$ cat config.mk
export PLATFORM = sky130hd
export DESIGN_NAME = shared_clause_importer
export DESIGN_NICKNAME = d
export VERILOG_FILES = /design/src/rtl/shared_clause_importer.sv
export SDC_FILE = /design/constraint.sdc
export NUM_CORES = 1
export LEC_CHECK = 0
export ABC_AREA = 1
export BUFFER_PORTS_ARGS = -buffer_cell sky130_fd_sc_hd__buf_2
export CORE_ASPECT_RATIO = 0.6
export CORE_MARGIN = 2
export CORE_UTILIZATION = 45
export DETAILED_ROUTE_END_ITERATION = 6
export GPL_ROUTABILITY_DRIVEN = 1
export PLACE_DENSITY = 0.69
export SYNTH_ARGS = -nofsm -noshare
export SYNTH_HDL_FRONTEND = slang
export SYNTH_SLANG_ARGS = --single-unit
export TNS_END_PERCENT = 1
$ cat constraint.sdc
create_clock -name clk -period 7.94 [get_ports clk]
set_input_delay 1.588 -clock clk [delete_from_list [all_inputs] [get_ports clk]]
set_output_delay 1.588 -clock clk [all_outputs]
set_load 0.03 [all_outputs]
$ cat src/rtl/shared_clause_importer.sv
`default_nettype none
// =============================================================================
// Module   : shared_clause_importer
// Filters incoming shared-clause packets by LBD and streams their literals.
// Revision : 1.0
// =============================================================================
module shared_clause_importer #(
   parameter int LBD_MAX = 6,
   parameter int MAX_LEN = 64,
   parameter int CNT_W   = 16,
   parameter int PTR_W   = 32
) (
   input  logic             clk,
   input  logic             rst,
   input  logic             pkt_valid,
   output logic             pkt_ready,
   input  logic [95:0]      pkt_data,
   input  logic             flush,
   output logic             mem_req_valid,
   input  logic             mem_req_ready,
   output logic [PTR_W-1:0] mem_req_addr,
   input  logic             mem_rsp_valid,
   input  logic [31:0]      mem_rsp_data,
   output logic             lit_valid,
   input  logic             lit_ready,
   output logic [31:0]      lit_data,
   output logic             lit_first,
   output logic             lit_last,
   output logic [7:0]       lit_lbd,
   output logic [15:0]      lit_len,
   output logic             busy,
   output logic [CNT_W-1:0] imported_cnt,
   output logic [CNT_W-1:0] dropped_cnt
);

   typedef enum logic [2:0] {
      S_IDLE     = 3'd0,
      S_EMIT_VAL = 3'd1,
      S_REQ      = 3'd2,
      S_WAIT_RSP = 3'd3,
      S_EMIT_REF = 3'd4,
      S_DRAIN    = 3'd5
   } state_t;

   localparam logic [7:0]       C_LBD_MAX = 8'(LBD_MAX);
   localparam logic [15:0]      C_MAX_LEN = 16'(MAX_LEN);
   localparam logic [CNT_W-1:0] C_CNT_MAX = '1;

   state_t             state_q, state_d;
   logic [7:0]         lbd_q, lbd_d;
   logic [15:0]        len_q, len_d;
   logic [15:0]        idx_q, idx_d;
   logic [31:0]        lit1_q, lit1_d;
   logic [31:0]        lit2_q, lit2_d;
   logic [31:0]        rsp_q, rsp_d;
   logic [PTR_W-1:0]   ptr_q, ptr_d;
   logic [CNT_W-1:0]   imp_q, drop_q;
   logic               inc_imp, inc_drop;

   logic [7:0]         w_pkt_lbd;
   logic               w_pkt_is_ref;
   logic [15:0]        w_pkt_len;
   logic               w_accept;
   logic               w_bad;
   logic               w_emit;
   logic               w_last;
   logic               w_unused_reserved;

   assign w_pkt_lbd         = pkt_data[95:88];
   assign w_pkt_is_ref      = pkt_data[87];
   assign w_pkt_len         = pkt_data[79:64];
   assign w_unused_reserved = ^pkt_data[86:80];

   assign w_accept = pkt_valid & (state_q == S_IDLE);
   assign w_bad    = (w_pkt_lbd > C_LBD_MAX)
                   | (!w_pkt_is_ref & (w_pkt_len != 16'd1) & (w_pkt_len != 16'd2))
                   | (w_pkt_is_ref & ((w_pkt_len == 16'd0) | (w_pkt_len > C_MAX_LEN)));
   assign w_emit   = (state_q == S_EMIT_VAL) | (state_q == S_EMIT_REF);
   assign w_last   = (idx_q == len_q - 16'd1);

   assign pkt_ready     = (state_q == S_IDLE);
   assign busy          = (state_q != S_IDLE);
   assign mem_req_valid = (state_q == S_REQ);
   assign mem_req_addr  = ptr_q + PTR_W'(idx_q);
   assign lit_valid     = w_emit;
   assign lit_first     = w_emit & (idx_q == 16'd0);
   assign lit_last      = w_emit & w_last;
   assign lit_lbd       = lbd_q;
   assign lit_len       = len_q;
   assign imported_cnt  = imp_q;
   assign dropped_cnt   = drop_q;

   always_comb begin
      lit_data = 32'd0;
      if (state_q == S_EMIT_VAL) begin
         lit_data = (idx_q == 16'd0) ? lit1_q : lit2_q;
      end else if (state_q == S_EMIT_REF) begin
         lit_data = rsp_q;
      end
   end

   always_comb begin
      state_d  = state_q;
      lbd_d    = lbd_q;
      len_d    = len_q;
      idx_d    = idx_q;
      lit1_d   = lit1_q;
      lit2_d   = lit2_q;
      rsp_d    = rsp_q;
      ptr_d    = ptr_q;
      inc_imp  = 1'b0;
      inc_drop = 1'b0;
      case (state_q)
         S_IDLE: begin
            if (w_accept) begin
               if (flush | w_bad) begin
                  inc_drop = 1'b1;
               end else begin
                  lbd_d = w_pkt_lbd;
                  len_d = w_pkt_len;
                  idx_d = 16'd0;
                  if (w_pkt_is_ref) begin
                     ptr_d   = pkt_data[PTR_W-1:0];
                     state_d = S_REQ;
                  end else begin
                     lit1_d  = pkt_data[63:32];
                     lit2_d  = pkt_data[31:0];
                     state_d = S_EMIT_VAL;
                  end
               end
            end
         end
         S_EMIT_VAL: begin
            if (flush) begin
               inc_drop = 1'b1;
               state_d  = S_IDLE;
            end else if (lit_ready) begin
               if (w_last) begin
                  inc_imp = 1'b1;
                  state_d = S_IDLE;
               end else begin
                  idx_d = idx_q + 16'd1;
               end
            end
         end
         S_REQ: begin
            // A request accepted in the flush cycle still owes us a response.
            if (flush) begin
               inc_drop = 1'b1;
               state_d  = mem_req_ready ? S_DRAIN : S_IDLE;
            end else if (mem_req_ready) begin
               state_d = S_WAIT_RSP;
            end
         end
         S_WAIT_RSP: begin
            // If the response lands in the flush cycle there is nothing left to drain.
            if (flush) begin
               inc_drop = 1'b1;
               state_d  = mem_rsp_valid ? S_IDLE : S_DRAIN;
            end else if (mem_rsp_valid) begin
               rsp_d   = mem_rsp_data;
               state_d = S_EMIT_REF;
            end
         end
         S_EMIT_REF: begin
            if (flush) begin
               inc_drop = 1'b1;
               state_d  = S_IDLE;
            end else if (lit_ready) begin
               if (w_last) begin
                  inc_imp = 1'b1;
                  state_d = S_IDLE;
               end else begin
                  idx_d   = idx_q + 16'd1;
                  state_d = S_REQ;
               end
            end
         end
         S_DRAIN: begin
            if (flush) begin
               inc_drop = 1'b1;
               state_d  = S_IDLE;
            end else if (mem_rsp_valid) begin
               state_d = S_IDLE;
            end
         end
         default: state_d = S_IDLE;
      endcase
   end

   always_ff @(posedge clk) begin
      if (rst) begin
         state_q <= S_IDLE;
         lbd_q   <= 8'd0;
         len_q   <= 16'd0;
         idx_q   <= 16'd0;
         lit1_q  <= 32'd0;
         lit2_q  <= 32'd0;
         rsp_q   <= 32'd0;
         ptr_q   <= '0;
         imp_q   <= '0;
         drop_q  <= '0;
      end else begin
         state_q <= state_d;
         lbd_q   <= lbd_d;
         len_q   <= len_d;
         idx_q   <= idx_d;
         lit1_q  <= lit1_d;
         lit2_q  <= lit2_d;
         rsp_q   <= rsp_d;
         ptr_q   <= ptr_d;
         if (inc_imp && (imp_q != C_CNT_MAX)) begin
            imp_q <= imp_q + 1'b1;
         end
         if (inc_drop && (drop_q != C_CNT_MAX)) begin
            drop_q <= drop_q + 1'b1;
         end
      end
   end

endmodule
`default_nettype wire

After elaboration in Yosys (flattened, before gate mapping)
Cells that the tools add are included. W data, S select, Z words.

Output and inout port bits: 126. Register bits after elaboration: 203. Logic and storage cells: 103. Input port bits: 135.

Bitwise operators: 14. Reduce and logical (&&, ||, !) cells: 16. $add $sub $neg: 5. Equal/unequal tests: 21. Mux-type cells: 35. Magnitude comparators: 2.

Operator list (number): $mux W32 (3); $mux W16 (5); $add A16 B1 Y16 const B (3); $mux W3 (15); $add A32 B16 Y32 (1); $logic_not A16 Y1 (2); $ne A16 B16 Y1 const B (2); $pmux W16 S2 (1); $pmux W3 S6 (1); $eq A16 B16 Y1 (1); $gt A16 B7 Y1 const B (1); $ne A16 B1 Y1 const B (1); $ne A16 B2 Y1 const B (1); $sub A16 B1 Y16 const B (1); $ne A3 B3 Y1 const B (5); $gt A8 B3 Y1 const B (1); $reduce_and A4 Y1 (2); $reduce_and A8 Y1 (1); $mux W1 (7); $and A1 B1 Y1 (6); $eq A3 B2 Y1 const B (2); $eq A3 B3 Y1 const B (2); $ne A2 B2 Y1 const B (3); $reduce_and A3 Y1 (2); other kinds (15) (24).

Longest topological paths before layout
Depth in word-level cells: 10. Mapped depth: 17. Mapped depth without buffers: 17.

Worst setup path after synthesis
OpenSTA, ideal clock, no wires.

Kind: reg2out. Start point: reg idx_q[0]. End point: out mem_req_addr[26]. Arrival time: 2.688 ns. Stages on the path, launching flop included: 13. Path slack: 3.664 ns. Required time: 6.352 ns. Path buffers: 0. Cell sequence: dfxtp_1 > ha_1 > inv_1 > fa_1 > o21ai_0 > a21oi_1 > o21bai_1 > nand2_1 > nand2_1 > a21oi_1 > nor2_1 > nand2_1 > xor2_1.

Cells in the longest elaborated chain, start to end: 1.

RTL lines: start, declared (line 52) `logic [15:0] idx_q, idx_d;`; start signal, assigned (line 207) `idx_q <= idx_d;`; $add A32 B16 Y32 (line 84) `assign mem_req_addr = ptr_q + PTR_W'(idx_q);`; end, declared (line 21) `output logic [PTR_W-1:0] mem_req_addr,`.

No other way between the ends.

Worst setup path in the final report
Start point: reg idx_q[1]. End point: out lit_data[8].

Cells in the longest elaborated chain, start to end: 3.

RTL lines: $logic_not A16 Y1 (line 96) `lit_data = (idx_q == 16'd0) ? lit1_q : lit2_q;`; $mux W32 (line 96); $mux W32 (line 95) `if (state_q == S_EMIT_VAL) begin`; end, declared (line 26) `output logic [31:0] lit_data,`.

No other way between the ends.

==> metrics.txt <==
Clock Latency Late Sink=0.50 ns; number of port buffers=253; Avg WL per Cell=15.8 µm; most common cell after layout, fill and taps aside=buf_2; status=finished, final reports clean; Switching Share=0.354; Max clock buf depth=3; unrepaired setup endpoints after global routing=false; Gate power share=0.267; Post-layout nets=1994; final worst-path cycle share=0.656; Resized cells post-CTS=0; GRT Total Usage=0.259; Pwr Density=219 nW/µm²; largest net degree at the start of global routing=110; synth unique cells=45; CTS tree=built; Die Height=125 µm; setup TNS=0 ns; starting density of the core=0.456; overall die area=25700 µm²; Post-DP HPWL=25100 µm; setup bufs post-CTS=0; Final Hold Violating Endpoints=0; Total Wirelength=34300 µm; clock-pin slew on the worst setup and hold paths=0.07 ns; slowest stage cell, crit path=inv_1; violation count after the first detailed-route iteration=742; total grt overflow=0; synthesized area=11000 µm²; Reg area=4060 µm²; critical path arrival=3.62 ns; CTS Hold Bufs=0; CP dominant cell by count=inv_1; Multi-input gate area=5770 µm²; post-synthesis cell count=1629; share of the synthesized area in the top cell type=0.370; Cells after DPL=2136; fin crit period=5.21 ns; non-filler cells, final=2177; Rel. slew slack=0.242; actual slew at the worst max-slew pin=1.14 ns; Clock Power Share=0.362; Core Region=24100 µm²; Via Count=11300; synth-to-layout area growth=19.4%; # fillers=2470; CP startpoint kind=flop; RD Place Congestion=0.899; most frequent cells in the layout=253 x buf_2, 251 x nand2_1, 225 x o21ai_0; Worst Clk Skew=0.0105 ns; Worst Hold Class=flop to flop; die extent in x=206 µm; Placed Area=12400 µm²; Critical Path End Type=output pin; io pins=261; CTS root buffer=clkbuf_16; clk sinks=203; internal power=1860 µW; register bit total from synthesis=203; Crit path largest cell delay=0.84 ns; synth warn=0; leak pwr=0.00575 µW; antenna viol nets, final=0; post-layout util=0.545; Worst EP required=6.35 ns; dominant cells by area after synthesis=dfxtp_1 37%, o21ai_0 10%, nand2_1 8.6%; worst vdd ir=0.163 mV; largest area contributor in the netlist=dfxtp_1; Detailed Routing Iterations Pass 1=7; first-pass GRT wire length=54000 µm; Net Switching=1020 µW; max_cap viols=0; H-tree levels=1; row cnt=44; final setup fails=0; Post-Synthesis Net Count=1786; hold slack=0.442 ns; max-slew violations=0; syn avg cell area=6.75 µm²; CP Class=flop to output pin; register area share after synthesis=0.370; drc violations=0; Final Cell Area=13100 µm²; layout cell share with drive strength beyond 1=0.181; sequential power share=0.371; vias in the first global route=10300; Via-to-Cell Ratio=5.21; crit-path cells=inv_1 > ha_1 > nand4_1 > nor4_1 > nand2_1 > buf_4 > inv_1 > nor2_1 > o21ai_0 > buf_2; CP Max Fanout=34; achievable frequency=192 MHz; initial antenna violation count=5; Num CTS Buffers=21
## critical path: cells and delay by family, from the launching register on
kind                     cells  cell delay [ns]
AO/OA/AOI/OAI                1             0.36
buffers and inverters        4             1.52
AND/OR/NAND/NOR              4             0.60
adder cells (fa/ha/maj)      1             0.23
flip-flops                   1             0.37
## flip-flops by register name, indices dropped and copies added (netlist names)
| name | count |
|---|---|
| lit_lbd | 8 |
| idx_q | 16 |
| lit_len | 16 |
| dropped_cnt | 16 |
| imported_cnt | 16 |
| lit2_q | 32 |
| ptr_q | 32 |
| lit1_q | 32 |
| state_q | 3 |
| rsp_q | 32 |
## per-layer routing
layer  global-route usage  vias up  share of wire
li1                     -     5729              -
met1                0.420     5193           0.52
met2                0.356      381           0.39
met3               0.0360       41          0.075
met4               0.0555        0          0.018
met5                    0        -              0
## final cells by class
type,count,area share
diodes,5,0.000953
multi-input cells,1127,0.439
flip-flops and latches,203,0.310
inverters,223,0.0639
repair buffers,261,0.101
clock buffers,28,0.0451
well taps,322,0.0307
clock inverters,8,0.00943
## per-stage QoR
stage	setup WS, ns	total power [µW]
floorplan	3.66	1590
global placement	3.32	1840
detailed placement	3.34	1850
CTS	2.78	2890
global route	2.47	3030
finish	2.73	2880
## cell families after synthesis
kind of cell,count (synthesis),share of synthesized area
and+or+nand+nor,620,0.249
xor gates and xnor gates,63,0.0509
AOI/OAI and AO/OA,422,0.198
adders and majority gates,22,0.0257
DFF,203,0.370
buffers and inverters,299,0.106
## synthesized netlist by cell type (all sizes together)
cell,count
a21oi,175
dfxtp,203
inv,223
ha,21
nor4,7
and2,1
o21bai,2
xnor2,16
fa,1
o31ai,1
a21o,2
clkbuf,60
a21boi,2
nand3b,7
nand4,36
o22ai,1
or3b,1
xor2,47
or2,3
nor3,31
o2111ai,2
o21ai,230
nor2,199
o21a,2
nand2,257
o211ai,1
a31oi,4
nand3,75
nor3b,3
buf,16
## worst paths after layout
path / depth (start not counted) / end / slack, ns / start
hold reg to reg: 2 / lit1_q[13]$_SDFFE_PP0P_ / 0.44 / lit1_q[13]$_SDFFE_PP0P_
hold / removal: 2 / lit1_q[13]$_SDFFE_PP0P_ / 0.44 / lit1_q[13]$_SDFFE_PP0P_
setup / recovery: 10 / lit_data[8] / 2.73 / idx_q[1]$_SDFFE_PP0P_
setup reg to reg: 15 / imported_cnt[7]$_SDFFE_PP0P_ / 5.36 / lit_len[0]$_SDFFE_PP0P_
## power by group through the flow
stage / sequential [µW] / clock [µW] / combinational [µW]
6_report: 1070 / 1040 / 770
3_5_place_dp: 1090 / 0 / 759
4_1_cts: 1070 / 1060 / 765
3_3_place_gp: 1090 / 0 / 750
5_1_grt: 1070 / 1100 / 858
2_1_floorplan: 1080 / 0 / 507
Note: power is estimated with default switching activity, not from simulation.
